<file path="config.mk">
export PLATFORM = sky130hd
export DESIGN_NAME = debug_settings_ctl
export DESIGN_NICKNAME = d
export VERILOG_FILES = /design/src/rtl/debug_settings_ctl_pkg.sv /design/src/rtl/debug_settings_ctl_entry_sanitize.sv /design/src/rtl/debug_settings_ctl.sv
export SDC_FILE = /design/constraint.sdc
export NUM_CORES = 1
export LEC_CHECK = 0
export BUFFER_PORTS_ARGS = -buffer_cell sky130_fd_sc_hd__buf_2
export CAP_MARGIN = 20
export CORE_MARGIN = 4
export CORE_UTILIZATION = 50
export DETAILED_ROUTE_END_ITERATION = 8
export HOLD_SLACK_MARGIN = 0.15
export PLACE_DENSITY_LB_ADDON = 0.3
export SLEW_MARGIN = 20
export SYNTH_ARGS = -nofsm -noshare
export SYNTH_HDL_FRONTEND = slang
export SYNTH_SLANG_ARGS = --single-unit
</file>
<file path="constraint.sdc">
create_clock -name CLK -period 2.5 [get_ports CLK]
set_input_delay 0 -clock CLK [delete_from_list [all_inputs] [get_ports CLK]]
set_output_delay 0 -clock CLK [all_outputs]
set_load 0.1 [all_outputs]
</file>
<file path="src/rtl/debug_settings_ctl_pkg.sv">
// Shared definitions for the debug-channel settings loader: debug type codes,
// settings memory layout constants and the committed settings struct.
package debug_settings_ctl_pkg;

  // Debug channel type codes as stored in the controller BRAM.
  localparam logic [7:0] DBG_NONE        = 8'd0;
  localparam logic [7:0] DBG_BASE_SIG    = 8'd1;
  localparam logic [7:0] DBG_THERMO      = 8'd2;
  localparam logic [7:0] DBG_FORCE_FAN   = 8'd3;
  localparam logic [7:0] DBG_SYNC        = 8'd4;
  localparam logic [7:0] DBG_MOD_SEGMENT = 8'd5;
  localparam logic [7:0] DBG_MOD_IDX     = 8'd6;
  localparam logic [7:0] DBG_STM_SEGMENT = 8'd7;
  localparam logic [7:0] DBG_STM_IDX     = 8'd8;
  localparam logic [7:0] DBG_IS_STM_MODE = 8'd9;
  localparam logic [7:0] DBG_PWM_OUT     = 8'd10;
  localparam logic [7:0] DBG_DIRECT      = 8'd11;

  // Highest type code the debug mux understands; anything above is unknown.
  localparam logic [7:0] DBG_TYPE_MAX = DBG_DIRECT;

  // Settings block layout: four TYPE words followed by four VALUE words.
  localparam int         DBG_SETTINGS_WORDS = 8;
  localparam int         DBG_CHANNELS       = 4;
  localparam logic [7:0] DBG_SETTINGS_BASE  = 8'h00;

  // Committed settings seen by the debug output mux.
  typedef struct packed {
    logic [3:0][7:0]  dbg_type;
    logic [3:0][15:0] dbg_value;
  } debug_settings_t;

endpackage

</file>
<file path="src/rtl/debug_settings_ctl_entry_sanitize.sv">
// Combinational clean-up of one debug channel entry: unknown types and
// out-of-range PWM indices collapse to DBG_NONE, index values are masked to
// the width the mux actually decodes.
module debug_entry_sanitize
  import debug_settings_ctl_pkg::*;
#(
  parameter int DEPTH = 249
) (
  input  logic [7:0]  type_i,
  input  logic [15:0] value_i,
  output logic [7:0]  type_o,
  output logic [15:0] value_o
);

  localparam logic [15:0] DEPTH_W = 16'(DEPTH);

  // Per-type sanitise rules; pass-through is the default.
  always_comb begin
    type_o  = type_i;
    value_o = value_i;
    if (type_i > DBG_TYPE_MAX) begin
      type_o  = DBG_NONE;
      value_o = '0;
    end else if ((type_i == DBG_PWM_OUT) && (value_i >= DEPTH_W)) begin
      type_o  = DBG_NONE;
      value_o = '0;
    end else if (type_i == DBG_MOD_IDX) begin
      value_o = value_i & 16'h7FFF;
    end else if (type_i == DBG_STM_IDX) begin
      value_o = value_i & 16'h1FFF;
    end else if (type_i == DBG_DIRECT) begin
      value_o = value_i & 16'h0001;
    end
  end

endmodule

</file>
<file path="src/rtl/debug_settings_ctl.sv">
// Loads the four debug channel settings from controller BRAM into shadow
// registers, sanitises them, and commits all channels together on the cycle
// TIME_CNT == 8'hFF so the new settings apply from the start of a carrier
// period.
//
// BRAM interface: an address is issued every cycle BRAM_EN is high; there is
// no back-pressure, and BRAM_DOUT for that address is taken exactly
// RD_LATENCY cycles later, tracked by a tag pipeline rather than a ready.
module debug_settings_ctl
  import debug_settings_ctl_pkg::*;
#(
  parameter int         DEPTH      = 249,
  parameter int         RD_LATENCY = 2,
  parameter logic [7:0] BASE_ADDR  = DBG_SETTINGS_BASE
) (
  input  logic            CLK,
  input  logic            RST_N,
  input  logic            UPDATE,
  input  logic [7:0]      TIME_CNT,
  output logic [7:0]      BRAM_ADDR,
  output logic            BRAM_EN,
  input  logic [15:0]     BRAM_DOUT,
  output debug_settings_t DEBUG_SETTINGS,
  output logic            BUSY,
  output logic            DONE,
  output logic [2:0]      DBG_FSM_STATE
);

  typedef enum logic [2:0] {
    ST_IDLE  = 3'd0,
    ST_READ  = 3'd1,
    ST_DRAIN = 3'd2,
    ST_CHECK = 3'd3,
    ST_ARM   = 3'd4
  } state_e;

  state_e state_q, state_d;
  logic [2:0] idx_q, idx_d;
  logic       pending_q, pending_d;
  logic       update_q;
  logic       edge_arm_q;
  logic       done_q, done_d;
  logic       req;

  logic [3:0][7:0]  shadow_type_q, shadow_type_d;
  logic [3:0][15:0] shadow_value_q, shadow_value_d;
  debug_settings_t  settings_q, settings_d;

  logic [RD_LATENCY-1:0]      tag_valid_q, tag_valid_d;
  logic [RD_LATENCY-1:0][2:0] tag_idx_q, tag_idx_d;
  logic                       cap_valid;
  logic [2:0]                 cap_idx;

  logic       bram_en;
  logic [7:0] bram_addr;

  logic [7:0]  san_type  [DBG_CHANNELS];
  logic [15:0] san_value [DBG_CHANNELS];

  // edge_arm_q suppresses an edge on the first cycle after reset, so a level
  // already high across reset is not mistaken for a new request.
  assign req = edge_arm_q & UPDATE & ~update_q;

  assign cap_valid = tag_valid_q[RD_LATENCY-1];
  assign cap_idx   = tag_idx_q[RD_LATENCY-1];

  genvar g;
  generate
    for (g = 0; g < DBG_CHANNELS; g++) begin : g_san
      debug_entry_sanitize #(.DEPTH(DEPTH)) u_san (
        .type_i  (shadow_type_q[g]),
        .value_i (shadow_value_q[g]),
        .type_o  (san_type[g]),
        .value_o (san_value[g])
      );
    end
  endgenerate

  // Tag pipeline: follows each issued read until its data is on BRAM_DOUT.
  always_comb begin
    tag_valid_d    = tag_valid_q;
    tag_idx_d      = tag_idx_q;
    tag_valid_d[0] = bram_en;
    tag_idx_d[0]   = idx_q;
    for (int i = 1; i < RD_LATENCY; i++) begin
      tag_valid_d[i] = tag_valid_q[i-1];
      tag_idx_d[i]   = tag_idx_q[i-1];
    end
  end

  // Next-state, read issue, capture, sanitise and commit.
  always_comb begin
    state_d        = state_q;
    idx_d          = idx_q;
    pending_d      = pending_q;
    done_d         = 1'b0;
    shadow_type_d  = shadow_type_q;
    shadow_value_d = shadow_value_q;
    settings_d     = settings_q;
    bram_en        = 1'b0;
    bram_addr      = '0;

    // Requests arriving while a load is in flight merge into one pending load.
    if (req && (state_q != ST_IDLE)) begin
      pending_d = 1'b1;
    end

    // Indices 0..3 are TYPE words, 4..7 are VALUE words.
    if (cap_valid) begin
      if (cap_idx[2]) begin
        shadow_value_d[cap_idx[1:0]] = BRAM_DOUT;
      end else begin
        shadow_type_d[cap_idx[1:0]] = BRAM_DOUT[7:0];
      end
    end

    case (state_q)
      ST_IDLE: begin
        if (req) begin
          state_d = ST_READ;
          idx_d   = '0;
        end
      end
      ST_READ: begin
        bram_en   = 1'b1;
        bram_addr = BASE_ADDR + {5'd0, idx_q};
        if (idx_q == 3'd7) begin
          state_d = ST_DRAIN;
        end else begin
          idx_d = idx_q + 3'd1;
        end
      end
      ST_DRAIN: begin
        if (cap_valid && (cap_idx == 3'd7)) begin
          state_d = ST_CHECK;
        end
      end
      ST_CHECK: begin
        for (int c = 0; c < DBG_CHANNELS; c++) begin
          shadow_type_d[c]  = san_type[c];
          shadow_value_d[c] = san_value[c];
        end
        state_d = ST_ARM;
      end
      ST_ARM: begin
        if (TIME_CNT == 8'hFF) begin
          settings_d.dbg_type  = shadow_type_q;
          settings_d.dbg_value = shadow_value_q;
          done_d               = 1'b1;
          if (pending_q || req) begin
            pending_d = 1'b0;
            state_d   = ST_READ;
            idx_d     = '0;
          end else begin
            state_d = ST_IDLE;
          end
        end
      end
      default: begin
        state_d = ST_IDLE;
      end
    endcase
  end

  // FSM state register.
  always_ff @(posedge CLK or negedge RST_N) begin
    if (!RST_N) begin
      state_q <= ST_IDLE;
    end else begin
      state_q <= state_d;
    end
  end

  // Datapath registers: edge detect, index, tags, shadow and committed settings.
  always_ff @(posedge CLK or negedge RST_N) begin
    if (!RST_N) begin
      idx_q          <= '0;
      pending_q      <= 1'b0;
      update_q       <= 1'b0;
      edge_arm_q     <= 1'b0;
      done_q         <= 1'b0;
      tag_valid_q    <= '0;
      tag_idx_q      <= '0;
      shadow_type_q  <= '0;
      shadow_value_q <= '0;
      settings_q     <= '0;
    end else begin
      idx_q          <= idx_d;
      pending_q      <= pending_d;
      update_q       <= UPDATE;
      edge_arm_q     <= 1'b1;
      done_q         <= done_d;
      tag_valid_q    <= tag_valid_d;
      tag_idx_q      <= tag_idx_d;
      shadow_type_q  <= shadow_type_d;
      shadow_value_q <= shadow_value_d;
      settings_q     <= settings_d;
    end
  end

  assign BRAM_EN        = bram_en;
  assign BRAM_ADDR      = bram_addr;
  assign DEBUG_SETTINGS = settings_q;
  assign BUSY           = (state_q != ST_IDLE);
  assign DONE           = done_q;
  assign DBG_FSM_STATE  = state_q;

endmodule

</file>
# Word-level counts from Yosys, hierarchy flattened
# Cells that the tools add are included.
[totals]
rom_bits = 0
memories = 0
wordCells = 200
ramBits = 0
in_bits = 27
out_inout_bits = 110
regBits = 210
latchBits = 0
[op_classes]
bitwise = 3
div_mod_pow = 0
multipliers = 0
reduce_logical = 36
n_addsub = 1
mux = 59
order_cmp = 10
shifts = 0
n_eq_ne = 54
[op_table]
columns = ["op", "count"]
rows = [
  ["$mux 16", 21],
  ["$mux 64", 3],
  ["$eq 8x4->1 const B", 12],
  ["$mux 32", 3],
  ["$mux 8", 9],
  ["$bwmux 64", 1],
  ["$ge 16x8->1 const B", 4],
  ["$reduce_and 3->1", 12],
  ["$bwmux 32", 1],
  ["$demux 16 s2", 1],
  ["$eq 8x3->1 const B", 4],
  ["$gt 8x4->1 const B", 4],
  ["$ne 4x2->1 const B", 8],
  ["$mux 3", 9],
  ["$reduce_and 5->1", 5],
  ["$ne 6x1->1 const B", 4],
  ["$ne 5x1->1 const B", 4],
  ["$reduce_and 4->1", 5],
  ["$demux 8 s2", 1],
  ["$ne 4x1->1 const B", 4],
  ["$pmux 3 s5", 1],
  ["$ne 2x2->1 const B", 6],
  ["$ne 3x1->1 const B", 4],
  ["$eq 3x3->1 const B", 3],
  ["other kinds (17)", 34],
]

# Depth between registers and ports, before layout
[logic_depth]
ltp_word = 8
depth_mapped = 8
mapped_depth_nobuf = 6

# Cells and area by module
# From an unflattened synthesis, not the netlist that was laid out.
[hier_totals]
hier_cells = 923
area_unflattened_um2 = 10055.9
[modules_own_cells]
columns = ["mod", "area_per_inst_um2", "cells_each", "seq_area_each_um2", "instances"]
rows = [
  ["debug_settings_ctl", 8739.6, 711, 5255.0, 1],
  ["debug_entry_sanitize", 329.1, 53, 0.0, 4],
]

# Least setup slack after synthesis
# OpenSTA, ideal clock, no wires.
[synth_timing]
path_kind = "reg-to-output"
start = "reg state_q[0] (netlist: DBG_FSM_STATE[0])"
end = "out BRAM_ADDR[0]"
slack_ps = -1130
stages_incl_launch_ff = 5
n_path_buf = 1
arrival_ps = 3630
t_required_ps = 2500
path_cell_list = "dfrtp_1 clkbuf_1 nand2b_1 nor2_1 and2_1"
[synth_between]
elab_chain_len = 2
[synth_lines]
columns = ["item", "line", "rtl"]
rows = [
  ["start, declared", "debug_settings_ctl.sv:37", "state_e state_q, state_d;"],
  ["start signal, assigned", "debug_settings_ctl.sv:170", "state_q <= state_d;"],
  ["$eq 3x1->1", "debug_settings_ctl.sv:117", "case (state_q)"],
  ["$mux 3", "debug_settings_ctl.sv:117", ""],
  ["end, declared", "debug_settings_ctl.sv:20", "output logic [7:0] BRAM_ADDR,"],
]
# No other way between the ends.

# Worst setup path in the final report
[layout_timing]
start = "reg shadow_value_q[62] (netlist name)"
end = "reg shadow_value_q[59] (netlist name)"
[layout_between]
elab_chain_len = 5
word_cells_on_any_way = 9
classes_between = "order compare: 1; eq/ne: 3; mux: 3; reduce/logical: 2"
[layout_lines]
columns = ["item", "line", "rtl"]
rows = [
  ["start, declared", "debug_settings_ctl.sv:46", "logic [3:0][15:0] shadow_value_q, shadow_value_d;"],
  ["start signal, assigned", "debug_settings_ctl.sv:196", "shadow_value_q <= shadow_value_d;"],
  ["$ge 16x8->1 (*)", "debug_settings_ctl_entry_sanitize.sv:24", "end else if ((type_i == DBG_PWM_OUT) && (value_i >= DEPTH_W)) begin"],
  ["$logic_and 1x1->1 (*)", "debug_settings_ctl_entry_sanitize.sv:24", ""],
  ["parallel branches: the longest is 3 deep, another holds $reduce_and 5->1", "-", ""],
]
# Mark *: on every way between the ends.
# A chain may end at the register's enable or synchronous reset.

==> run_results.csv <==
group,metric,value,unit
run_status,status,"complete, no violations",
placement,dp_hpwl,15.0,mm
grt,track_usage,22.2,%
clock_network,insertion_delay,0.49,ns
timing,drv_slew,0,
placement,gp_congestion,0.889,
clock_network,cts_buffer_depth,3,
logic_synthesis,ys_ff_latch,210,
worst_setup_path,crit_arrival,2.73,ns
worst_setup_path,end_kind,"flip-flop",
pwr,internal_power,7.37,mW
pwr,clockPowerShare,30.5,%
cells_and_area,postLayoutCellArea,10600,sq um
clock_network,cts-root-buf,"clkbuf_16",
cells_and_area,multi_input_area,3160,sq um
die,die-area,19600,sq um
hold_path,holdPathStages,2,
drt,postRouteAntennaNets,0,
logic_synthesis,syn_area,8690,sq um
die,die_h,140,microns
timing,tns,0,ns
cells_and_area,seq_area,5260,sq um
timing,setup_viol,0,
grt,antenna_found_initial,0,
logic_synthesis,yosysTopAreaCellShare,60.5,%
die,pin_count,137,
drt,drt_first_pass_iters,5,
timing,hold_viol,0,
pwr,fin_total_pwr,11.3,mW
clock_network,cts_resized,0,
logic_synthesis,yosysWarnings,0,
grt,grt_pass1_vias,6385,
cells_and_area,fillers,1302,
pwr,p_sw_share,34.6,%
drt,via_per_inst,5.85,
run,cap_violations,0,
clock_network,htree_levels,1,
timing,fmax,0.429,GHz
pwr,power_density,1060,nW/um^2
grt,grt_pass1_wl,35.3,mm
cells_and_area,layout.nets,856,
die,num_rows,47,
timing,relSlewSlack,37.1,%
placement,portBuffers,131,
pwr,p_leak,5.47,nW
logic_synthesis,syn_area_per_cell,13.0,sq um
drt,drtIter0Drc,529,
drt,vias,6215,
timing,tightest_slew,0.939,ns
logic_synthesis,ys.flop_type,"dfrtp_1",
die,start_util,51.7,%
drt,drc,0,
clock_network,cts_tree,"built",
clock_network,path_clk_slew,0.06,ns
worst_setup_path,path_max_fanout,12,
timing,finalCritPeriodShare,93.3,%
worst_setup_path,reg2reg_depth,5,
worst_setup_path,start_kind,"flip-flop",
die,die_w,140,microns
cells_and_area,drive_gt1_share,35.0,%
logic_synthesis,synth_edf_count,0,
worst_setup_path,worst_ep_required_time,2.90,ns
timing,whs,0.169,ns
logic_synthesis,synth_area_leaders,"dfrtp_1, mux2_2, a22o_1, mux2i_1, nand2_1",
grt,grt_max_degree,107,
clock_network,cts.sinks,210,
hold_path,hold_class,"input port to flip-flop",
logic_synthesis,ys_seq_area_share,60.5,%
pwr,peakVddDrop,0.000748,V
timing,fin_crit,2.33,ns
cells_and_area,num_antenna_cells,0,
placement,postPlaceCellArea,9600,sq um
logic_synthesis,yosysTopAreaCell,"dfrtp_1",
grt,grt.overflow.total,0,
logic_synthesis,ys_async_sr_fraction,100,%
pwr,power_frac_seq,43.8,%
die,core,16800,sq um
timing,rsz0062_at_grt,"no",
clock_network,cts_made_buffers,22,
pwr,p_sw,3.91,mW
logic_synthesis,synthTopCellsByCount,"dfrtp_1, mux2_2, a22o_1",
logic_synthesis,postSynthCellCount,669,
drt,wl,21.7,mm
pwr,combPwrFrac,25.7,%
drt,wire_per_inst,20.5,microns
logic_synthesis,synth_cell_types,53,
logic_synthesis,post-synth-top-count-cell,"dfrtp_1",
worst_setup_path,worstSetupPathType,"flip-flop to flip-flop",
timing,skew,0.0127,ns
cells_and_area,syn_to_final_growth,22.0,%
-- power by group through the flow --
| stage | Combinational, mW | Clock (mW) | Sequential [mW] |
|---|---|---|---|
| 2_1_floorplan | 2.15 | 0 | 4.79 |
| 3_3_place_gp | 2.75 | 0 | 4.91 |
| 3_5_place_dp | 2.86 | 0 | 4.97 |
| 4_1_cts | 2.90 | 3.49 | 4.92 |
| 5_1_grt | 3.16 | 3.64 | 5.04 |
| 6_report | 2.90 | 3.44 | 4.94 |
-- worst max-delay path: stages, from the launching register on --
cell and delay (ns):
dfrtp_1 0.41, nor4_1 0.35, o311ai_0 0.32, a211o_4 0.42
o21ai_4 0.45, mux2i_1 0.29
-- cell usage in the layout (no fill, tap or decap), types with 4 or more instances in the layout --
cell | synthesis | routed
nand2_1 | 44 | 44
nor4_1 | 11 | 11
dlygate4sd3_1 | 0 | 23
nand2b_1 | 10 | 10
nand3_1 | 4 | 4
o31ai_1 | 4 | 4
nor2b_1 | 6 | 6
a22o_1 | 78 | 78
a21oi_1 | 11 | 11
nand3b_1 | 6 | 6
clkbuf_16 | 0 | 23
nand4_1 | 7 | 7
conb_1 | 2 | 6
nor3_1 | 8 | 8
mux2_2 | 99 | 99
buf_2 | 19 | 130
dfrtp_1 | 210 | 209
nor2_1 | 16 | 15
inv_1 | 26 | 26
o21ai_0 | 17 | 17
buf_4 | 7 | 15
clkbuf_1 | 6 | 5
clkbuf_8 | 0 | 6
mux2i_1 | 17 | 17
a31oi_1 | 4 | 4
o21ai_1 | 4 | 4
-- state kept, by name, indices dropped and copies added, names as in the netlist --
signal / count
DONE: 1
shadow_type_q: 32
DBG_FSM_STATE: 3
tag_idx_d: 3
update_q: 1
shadow_value_q: 64
DEBUG_SETTINGS: 96
idx_q: 3
cap_idx: 3
pending_q: 1
edge_arm_q: 1
tag_valid_q: 2
-- stage by stage --
step,cells,setup WS (ns),utilization (%)
floorplan,673,0.101,-
global route,1062,0.0324,63.0
finish,1062,0.168,63.0
detailed placement,1000,0.187,57.1
CTS,1062,0.139,63.0
global placement,1000,0.281,57.1
-- cells by family after synthesis --
group	share of synthesized area, %
other	0.0864
AOI/OAI and AO/OA	12.9
muxes	14.8
DFF	60.5
buffers and inverters	3.60
adders and majority gates	0.288
and+or+nand+nor	7.82
xor gates and xnor gates	0.101
-- metal layers --
metal  up-vias  part of all wire (%)  wire [microns]  GRT usage, %
li1       2752                     -               -             -
met3        46                   8.5            1840          4.70
met5         -                     0               0             0
met2       272                    47           10200          34.4
met1      3145                    42            9220          31.9
met4         0                   2.3             503          6.58
-- final cells by class --
cell class | count | area share [%]
Clock buffer | 33 | 6.25
Clock inverter | 6 | 1.01
Inverter | 26 | 0.920
Multi-Input combinational cell | 396 | 29.8
Sequential cell | 210 | 49.6
Tap cell | 220 | 2.60
Timing Repair Buffer | 171 | 9.88
-- final timing paths --
path	start	end	slack [ns]
max reg2reg	shadow_value_q[62]$_DFFE_PN0P_	shadow_value_q[59]$_DFFE_PN0P_	0.17
min	UPDATE	update_q$_DFF_PN0_	0.17
max	shadow_value_q[62]$_DFFE_PN0P_	shadow_value_q[59]$_DFFE_PN0P_	0.17
min in group asynchronous	RST_N	DEBUG_SETTINGS[89]$_DFFE_PN0P_	0.21
max in group asynchronous	RST_N	shadow_value_q[50]$_DFFE_PN0P_	1.51
min reg2reg	tag_idx_d[4]$_DFF_PN0_	cap_idx[1]$_DFF_PN0_	0.34
-- timing repair --
action / in CTS / in global routing
hold buffers: 23 / 0
hold endpoints to repair: 202 / 0
buffers inserted: 0 / 0
No activity file was read; power rests on OpenSTA's default activity.
